[src/rtl/umi_rr_merge.sv]
// N-input round-robin merge of UMI streams onto a single registered UMI output.
// A rotating priority pointer gives fairness; the output register isolates downstream backpressure.
module umi_rr_merge #(
    parameter int N  = 2,
    parameter int DW = 256,
    parameter int AW = 64,
    parameter int CW = 32
) (
    input  logic            clk,
    input  logic            rst,
    input  logic [N-1:0]    umi_in_valid,
    input  logic [N*CW-1:0] umi_in_cmd,
    input  logic [N*AW-1:0] umi_in_dstaddr,
    input  logic [N*AW-1:0] umi_in_srcaddr,
    input  logic [N*DW-1:0] umi_in_data,
    output logic [N-1:0]    umi_in_ready,
    output logic            umi_out_valid,
    output logic [CW-1:0]   umi_out_cmd,
    output logic [AW-1:0]   umi_out_dstaddr,
    output logic [AW-1:0]   umi_out_srcaddr,
    output logic [DW-1:0]   umi_out_data,
    input  logic            umi_out_ready
);
    localparam int PW = (N > 1) ? $clog2(N) : 1;

    logic [PW-1:0] r_ptr;
    logic          r_out_valid;
    logic [CW-1:0] r_cmd;
    logic [AW-1:0] r_dstaddr;
    logic [AW-1:0] r_srcaddr;
    logic [DW-1:0] r_data;

    logic [PW-1:0] w_winner;
    logic [PW-1:0] w_ptr_next;
    logic          w_any;
    logic          w_load;
    logic          w_accept;

    // Handshake: a beat moves on any port when valid && ready are both high at the
    // rising clk edge; inputs hold their fields until accepted, valid never waits on ready.
    assign w_load   = !r_out_valid || umi_out_ready;
    assign w_accept = !rst && w_load && w_any;

    // Scan from ptr upward with wrap; iterating downward lets the nearest valid port win.
    always_comb begin
        logic [PW-1:0] cand;
        cand     = '0;
        w_any    = 1'b0;
        w_winner = '0;
        for (int k = N - 1; k >= 0; k--) begin
            cand = PW'((int'(r_ptr) + k) % N);
            if (umi_in_valid[cand]) begin
                w_any    = 1'b1;
                w_winner = cand;
            end
        end
    end

    always_comb begin
        umi_in_ready = '0;
        for (int i = 0; i < N; i++) begin
            if (w_accept && (w_winner == PW'(i))) begin
                umi_in_ready[i] = 1'b1;
            end
        end
    end

    assign w_ptr_next = (int'(w_winner) == N - 1) ? '0 : w_winner + PW'(1);

    always_ff @(posedge clk) begin
        if (rst) begin
            r_ptr       <= '0;
            r_out_valid <= 1'b0;
            r_cmd       <= '0;
            r_dstaddr   <= '0;
            r_srcaddr   <= '0;
            r_data      <= '0;
        end else begin
            if (w_load) begin
                r_out_valid <= w_any;
                if (w_any) begin
                    r_cmd     <= umi_in_cmd[w_winner*CW +: CW];
                    r_dstaddr <= umi_in_dstaddr[w_winner*AW +: AW];
                    r_srcaddr <= umi_in_srcaddr[w_winner*AW +: AW];
                    r_data    <= umi_in_data[w_winner*DW +: DW];
                end
            end
            if (w_accept) begin
                r_ptr <= w_ptr_next;
            end
        end
    end

    assign umi_out_valid   = r_out_valid;
    assign umi_out_cmd     = r_cmd;
    assign umi_out_dstaddr = r_dstaddr;
    assign umi_out_srcaddr = r_srcaddr;
    assign umi_out_data    = r_data;

endmodule

[config.mk]
export PLATFORM = sky130hd
export DESIGN_NAME = umi_rr_merge
export DESIGN_NICKNAME = d
export VERILOG_FILES = /design/src/rtl/umi_rr_merge.sv
export SDC_FILE = /design/constraint.sdc
export NUM_CORES = 1
export LEC_CHECK = 0
export ABC_AREA = 1
export BUFFER_PORTS_ARGS = -buffer_cell sky130_fd_sc_hd__buf_4
export CELL_PAD_IN_SITES_DETAIL_PLACEMENT = 0
export CELL_PAD_IN_SITES_GLOBAL_PLACEMENT = 1
export CORE_AREA = 4 4 481 483
export CTS_CLUSTER_DIAMETER = 40
export CTS_CLUSTER_SIZE = 24
export DETAILED_ROUTE_END_ITERATION = 7
export DIE_AREA = 0 0 485 487
export GPL_TIMING_DRIVEN = 0
export HOLD_SLACK_MARGIN = 0.12
export PLACE_DENSITY = 0.37
export SYNTH_ARGS = -nofsm -noshare
export SYNTH_HDL_FRONTEND = slang
export SYNTH_SLANG_ARGS = --single-unit
[constraint.sdc]
create_clock -name clk -period 3 [get_ports clk]
set_clock_uncertainty 0.2 [all_clocks]
set_input_delay 0.6 -clock clk [delete_from_list [all_inputs] [get_ports clk]]
set_output_delay 0.6 -clock clk [all_outputs]
set_load 0.05 [all_outputs]
### Word-level counts from Yosys, hierarchy flattened

Cells that the tools add are included.

* flip-flop bits (word level): 418
* input bits: 837
* output and inout port bits: 419
* logic and storage cells: 34

* reductions and logical operators: 8
* order comparisons: 2
* add/subtract/negate cells: 2
* shift-type cells: 4
* mux-type cells: 11
* bitwise gates (word level): 1

Operator list (count)
* variable part select 512 x 10 -> 256 bit: 1
* variable part select 128 x 8 -> 64 bit: 2
* variable part select 64 x 7 -> 32 bit: 1
* 2-to-1 mux 1 bit: 11
* logical AND 1 bit: 4
* less-than comparator 1 x 2 -> 1 bit (second input constant): 2
* adder 1 bit (second input constant): 2
* logical NOT 1 bit: 2
* AND reduction 2 bit: 1
* logical OR 1 bit: 1
* inverter 1 bit: 1

### Depth between registers and ports, before layout

Gate-level depths: netlist of the first run.

* depth in word-level cells: 8
* gate-level depth with buffers: 9
* mapped depth without buffers: 6

### Worst setup path after synthesis of the first run

Ideal clock, no wire load.

* kind: in2out
* from: in umi_in_valid[1]
* to: out umi_in_ready[0]
* arrival time: 1855 ps
* path buffers: 2
* data required time: 2200 ps
* setup slack: 345 ps
* stages on the path: 6
* path through: buf_2 -> nor2_1 -> nor2_1 -> buf_2 -> nand2_1 -> nor2_1

* cells in the longest elaborated chain, start to end: 7

Ends and longest elaborated chain
* from (decl): line 11 `input logic [N-1:0] umi_in_valid,`
* 2-to-1 mux 1 bit (not written as such) (2 in series): line 52 `if (umi_in_valid[cand]) begin`
* 2-to-1 mux 1 bit (2 in series): line 52
* logical AND 1 bit / inverter 1 bit (equally long branches): line 42, 62
* logical AND 1 bit *: line 62 `if (w_accept && (w_winner == PW'(i))) begin`
* 2-to-1 mux 1 bit *: line 62
* to (decl): line 16 `output logic [N-1:0] umi_in_ready,`

Mark *: on every way between the ends. The rest lies on a longest branch, timed or not. The select of a mux whose other input is x is not followed.

### Final worst setup path of the first run

* from: reg r_ptr
* to: out umi_in_ready[0]

* cells in the longest elaborated chain, start to end: 8

Ends and longest elaborated chain
* from (decl): line 26 `logic [PW-1:0] r_ptr;`
* from (signal assigned): line 89 `r_ptr <= w_ptr_next;`
* adder 1 bit: line 51 `cand = PW'((int'(r_ptr) + k) % N);`
* 2-to-1 mux 1 bit (not written as such) (2 in series): line 52
* 2-to-1 mux 1 bit (2 in series): line 52
* logical AND 1 bit / inverter 1 bit (equally long branches): line 42, 62
* logical AND 1 bit *: line 62
* 2-to-1 mux 1 bit *: line 62

Marked as above.

==> impl_metrics.tcl, run 1 <==
set metrics [dict create \
    status "complete, no violations" \
    grt_use_met3_pct 6.24 \
    ys_seq_area_share_pct 33.6 \
    grt.overflow.total 0 \
    vias 35300 \
    cp.buffers_inverters 5 \
    start_kind "flip-flop" \
    worst_pin_slew_ns 0.918 \
    first_iter_violations 1368 \
    vdd_ir_drop_max_uv 471 \
    grt_max_degree 20 \
    cp_data_required_time_ns 2.20 \
    syn_nets 5340 \
    instances_no_fill 9923 \
    cts_made_buffers 151 \
    dr.pass1.iters 5 \
    place.gp.congestion 0.888 \
    fmax_mhz 350 \
    worstPathArrival_ns 2.06 \
    layout_commonest_cell "buf_4" \
    fin_crit_sh_pct 95.4 \
    track_usage_pct 17.3 \
    start_util_pct 11.0 \
    clk_pin_slew_ns 0.04 \
    crit_family "buffers and inverters" \
    holdCritStartpoint "umi_in_data[134]" \
    fin_util_pct 22.8 \
    finalInstanceArea_um2 51800 \
    ff2ff_path_depth 10 \
    ys_types 12 \
    critPathKind "reg2out" \
    htree_levels 4 \
    layout_setup_ws_ns 0.139 \
    setup.worst_path.end_class "primary output" \
    grt_pass1_wl_mm 287 \
    yosysWarnings 0 \
    hold_path_depth 5 \
    r2r-start "r_ptr$_SDFFE_PP0P_" \
    leakagePower_nw 26.7 \
    core_area_um2 227000 \
    die_x_um 485 \
    syn_inst 4503 \
    power.density_nw_per_um2 597 \
    ant_nets 0 \
    total_power_w 0.0309 \
    dp_hpwl_mm 175 \
    r2r_setup_slack_ns 0.16 \
    postPlaceCellArea_um2 38100 \
    gr-max-usage-layer "met2" \
    area_growth_pct 108 \
    maxSlewViolCount 0 \
    min_to "umi_out_data[134]$_SDFFE_PP0P_" \
    placedCellCount 8766 \
    final_cell_mix "1262 x buf_4, 1250 x nand2_1, 835 x inv_1, 834 x nor2_1, 829 x dlygate4sd3_1" \
    r2r-end "umi_out_data[56]$_SDFFE_PP0P_" \
    rows 175 \
    worst-path-max-fanout 10 \
    cts_sinks 418 \
    io_pins 1256 \
    mappedNetlistArea_um2 24900 \
    grt_util_met1_pct 18.9 \
    die_height_um 487 \
    period_needed_ns 2.86 \
    setup_viol 0 \
    maxCapViolCount 0 \
    grt_use_met2_pct 31.1 \
    antenna_found_initial 78 \
    cts_root_buf "clkbuf_16" \
    clk_path_buf_depth 3 \
    pre_cts_ws_ns -1.20 \
    drc 0 \
    slowest_delay_ns 0.37 \
    maxSlewHeadroom_pct 38.8 \
    grt_pass1_vias 36700 \
    ys_seq_elements 418 \
    avgRoutedWirePerCell_um 21.3 \
    syn_avg_cell_area_um2 5.53 \
    hold_class "in2reg" \
    hold_viol 0 \
    io_buffer_count 1254 \
    fp.dieArea_um2 236000 \
    crit_slowest_cell "dfxtp_4" \
    path_cells "inv_4 -> nand2_8 -> buf_16 -> buf_12 -> nand2_2 -> inv_1 -> nor2_2 -> buf_6" \
    avgViaCountPerCell 3.56 \
    fin_nets 7582 \
    drive_gt1_share_pct 23.8 \
    cts_tree "yes" \
    clkLatencyLatePin_ns 0.79 \
    drt-total-wl_mm 211 \
]
[tightest hold or removal path, cell delays in order]
cell     delay, ns
buf_4         0.08
inv_1         0.11
a21oi_1       0.20
nor2_1        0.08
nor2_1        0.07
[synthesized netlist by cell type (all sizes together)]
library cell / number / area share [%]
buf: 143 / 2.8
dfxtp: 418 / 34
nand3: 417 / 8.4
nand2: 1252 / 19
a21oi: 417 / 8.4
nor2: 837 / 13
clkbuf: 180 / 2.7
inv: 837 / 13
o21ai: 2 / 0.040
[worst max-delay path by stage]
stage / startpoint / end / slack (ns) / cells past startpoint
floorplan: umi_in_valid[1] / umi_in_ready[0] / 0.35 / 6
global placement: umi_in_valid[0] / umi_out_srcaddr[54]$_SDFFE_PP0P_ / -1.22 / 8
detailed placement: umi_in_valid[0] / umi_out_srcaddr[54]$_SDFFE_PP0P_ / -1.20 / 8
CTS: r_ptr$_SDFFE_PP0P_ / umi_in_ready[1] / 0.0009 / 7
global route: r_ptr$_SDFFE_PP0P_ / umi_out_data[58]$_SDFFE_PP0P_ / -0.002 / 10
finish: r_ptr$_SDFFE_PP0P_ / umi_in_ready[0] / 0.14 / 8
[metrics by stage]
step           setup TNS (ns)  hold WS [ns]
6_report                    0         0.224
5_1_grt              -0.00177         0.176
4_1_cts                     0         0.135
3_5_place_dp          -247.48         0.305
3_3_place_gp          -249.09         0.305
2_1_floorplan               0         0.253
[per-layer routing]
| metal | vias to the layer above | routed length [um] |
|---|---|---|
| li1 | 18000 | - |
| met1 | 15900 | 83300 |
| met2 | 1182 | 104000 |
| met3 | 276 | 17100 |
| met4 | 34 | 6180 |
| met5 | - | 199 |
[where the power goes]
group          switching [W]  internal (W)  total (W)
combinational        0.00555       0.00315    0.00870
sequential          0.000346       0.00613    0.00648
clock                0.00479        0.0110     0.0158
[cell type report]
class	instances	area, um2
clock buffer	223	4480
multi-input combinational	2925	12100
timing repair buffer	2090	17800
sequential	418	8370
inverter	837	3150
tap	3009	3760
buffer	322	1450
antenna	52	130
fill	26200	175000
clock inverter	47	616
[flip-flops by register name (all words and copies together) (netlist names)]
register	flops
umi_out_dstaddr	64
umi_out_data	256
umi_out_srcaddr	64
umi_out_valid	1
r_ptr	1
umi_out_cmd	32
[logic make-up after synthesis]
family	share of synthesized area (%)
AO/OA/AOI/OAI	8.42
buffers and inverters	18.1
flip-flops	33.6
AND/OR/NAND/NOR	39.9
[timing repair]
| action | CTS | global route |
|---|---|---|
| setup endpoints to repair | 405 | 59 |
| endpoints found under the hold margin | 417 | 0 |
| cloned | 0 | 0 |
| hold buffers | 829 | 0 |
| gates resized for setup | 26 | 24 |
| buffers inserted | 5 | 2 |
| pin swaps | 3 | 1 |
No activity file was read; power rests on OpenSTA's default activity.
==> run 2: changes to the inputs <==
Settings changed: PLACE_DENSITY 0.37 to not set, PLACE_DENSITY_LB_ADDON set to 0.1, SETUP_SLACK_MARGIN set to 0.2, SLEW_MARGIN set to 20.
==> run 2 against run 1 <==
Non-clock buffer count is 4 higher. Flip-flop and latch count stayed put. Largest power group unchanged. Sequential share of layout area is 0.080 points lower. Global-route usage is 0.30 points lower. Count of clock-buffer cells in the layout is 16 higher. Routed wire length is 2.2% lower.
==> impl_metrics.tcl, run 2 (synthesis gave the netlist of run 1 again) <==
set metrics [dict create \
    critPathKind "reg2out" \
    cts_tree "yes" \
    status "complete, no violations" \
    clk_pin_slew_ns 0.04 \
    core_area_um2 227000 \
    postPlaceCellArea_um2 38100 \
    largest_reg_flops 256 \
    area_growth_pct 109 \
    power.density_nw_per_um2 596 \
    dp_hpwl_mm 169 \
    worstPathArrival_ns 2.00 \
    setup.worst_path.end_class "primary output" \
    worst-path-max-fanout 2 \
    layout_commonest_cell "buf_4" \
    drt-total-wl_mm 207 \
    start_util_pct 11.0 \
    cts_root_buf "clkbuf_16" \
    rsz0062_at_grt "true" \
    maxSlewViolCount 0 \
    fp.dieArea_um2 236000 \
    first_iter_violations 1335 \
    start_kind "flip-flop" \
    avgViaCountPerCell 3.55 \
    vias 35300 \
    ant_nets 0 \
    grt_pass1_vias 37300 \
    layout_setup_ws_ns 0.199 \
    io_buffer_count 1254 \
    cp_data_required_time_ns 2.20 \
    cts_sinks 418 \
    clkLatencyLatePin_ns 0.78 \
    track_usage_pct 17.0 \
    htree_levels 4 \
    grt_max_degree 17 \
    maxSlewHeadroom_pct 35.4 \
    period_needed_ns 2.80 \
    drive_gt1_share_pct 24.0 \
    antenna_found_initial 80 \
    grt.overflow.total 0 \
    setup_viol 0 \
    drc 0 \
    fmax_mhz 357 \
    vdd_ir_drop_max_uv 493 \
    cts_made_buffers 157 \
    grt_pass1_wl_mm 284 \
    pre_cts_ws_ns -0.929 \
    rows 175 \
    fin_nets 7592 \
    leakagePower_nw 26.7 \
    die_height_um 487 \
    clk_path_buf_depth 3 \
    worst_pin_slew_ns 0.969 \
    die_x_um 485 \
    io_pins 1256 \
    place.gp.congestion 0.839 \
    hold_viol 0 \
    final_cell_mix "1265 x buf_4, 1250 x nand2_1, 834 x nor2_1, 834 x inv_1, 833 x dlygate4sd3_1" \
    dr.pass1.iters 7 \
    avgRoutedWirePerCell_um 20.8 \
    maxCapViolCount 0 \
    hold_class "in2reg" \
    fin_crit_sh_pct 93.4 \
    finalInstanceArea_um2 52000 \
]
run 2: cell count changes in the layout (fill, tap and decap cells not counted), sizes merged, moves of 4 or more:
cell         change
diode            +5
dlygate4sd3      +4
bufinv           -6
clkbuf          +12
clkinvlp         -6
clkinv          +16
buf              +4
run 2: where the power goes:
part	internal (W)	switching (W)	leakage, nW
sequential	0.00613	0.000319	3.48
clock	0.0111	0.00497	2.63
combinational	0.00310	0.00547	20.6
total	0.0203	0.0108	26.7
run 2: per-layer routing:
layer / wire length (um) / share of wire, % / GRT usage, % / vias up
met5: 226 / 0.11 / 0 / -
met4: 7630 / 3.7 / 5.96 / 40
met3: 18500 / 9.0 / 6.87 / 305
met2: 100000 / 48 / 29.7 / 1144
met1: 80300 / 39 / 18.4 / 15800
li1: - / - / - / 18000
run 2: layout make-up:
cell class              instances  area [um2]
fillers                     26200      175000
inverters                     837        3150
plain buffers                 322        1440
flip-flops and latches        418        8370
multi-input cells            2925       12100
clock inverters                49         526
repair buffers               2094       17800
diodes                         57         143
well taps                    3009        3760
clock buffers                 239        4760
run 2: final timing paths:
path / start / to / slack [ns] / cells after the start
max: r_ptr$_SDFFE_PP0P_ / umi_in_ready[0] / 0.20 / 8
min: umi_in_srcaddr[125] / umi_out_srcaddr[61]$_SDFFE_PP0P_ / 0.23 / 5
max reg2reg: umi_out_valid$_SDFFE_PP0P_ / umi_out_data[202]$_SDFFE_PP0P_ / 0.41 / 8
min reg2reg: umi_out_dstaddr[56]$_SDFFE_PP0P_ / umi_out_dstaddr[56]$_SDFFE_PP0P_ / 0.31 / 4
run 2: what timing repair did:
action / 4_1_cts / 5_1_grt
pin swaps: 3 / 2
setup buffers: 6 / 1
endpoints found under the setup margin: 419 / 133
hold endpoints to repair: 417 / 0
hold buffers: 833 / 0
resized for setup: 33 / 11
run 2: stage by stage:
| step | setup TNS, ns | hold WS [ns] | total power (W) | utilization (%) | std cells |
|---|---|---|---|---|---|
| after floorplan | 0 | 0.253 | 0.0107 | - | 4503 |
| final | 0 | 0.232 | 0.0310 | 22.9 | 9950 |
| after global placement | -244.68 | 0.303 | 0.0142 | 16.8 | 8766 |
| after global routing | 0 | 0.176 | 0.0327 | 22.9 | 9933 |
| after CTS | 0 | 0.126 | 0.0319 | 22.9 | 9892 |
| after detailed placement | -252.86 | 0.305 | 0.0142 | 16.8 | 8766 |
run 2: worst max-delay path, cell delays in order (launching register included):
cell and delay, ns:
dfxtp_4 0.36, inv_4 0.08, nand2_8 0.09, buf_16 0.16
buf_12 0.14, nand2_8 0.06, inv_6 0.03, nor2_4 0.11
buf_12 0.15
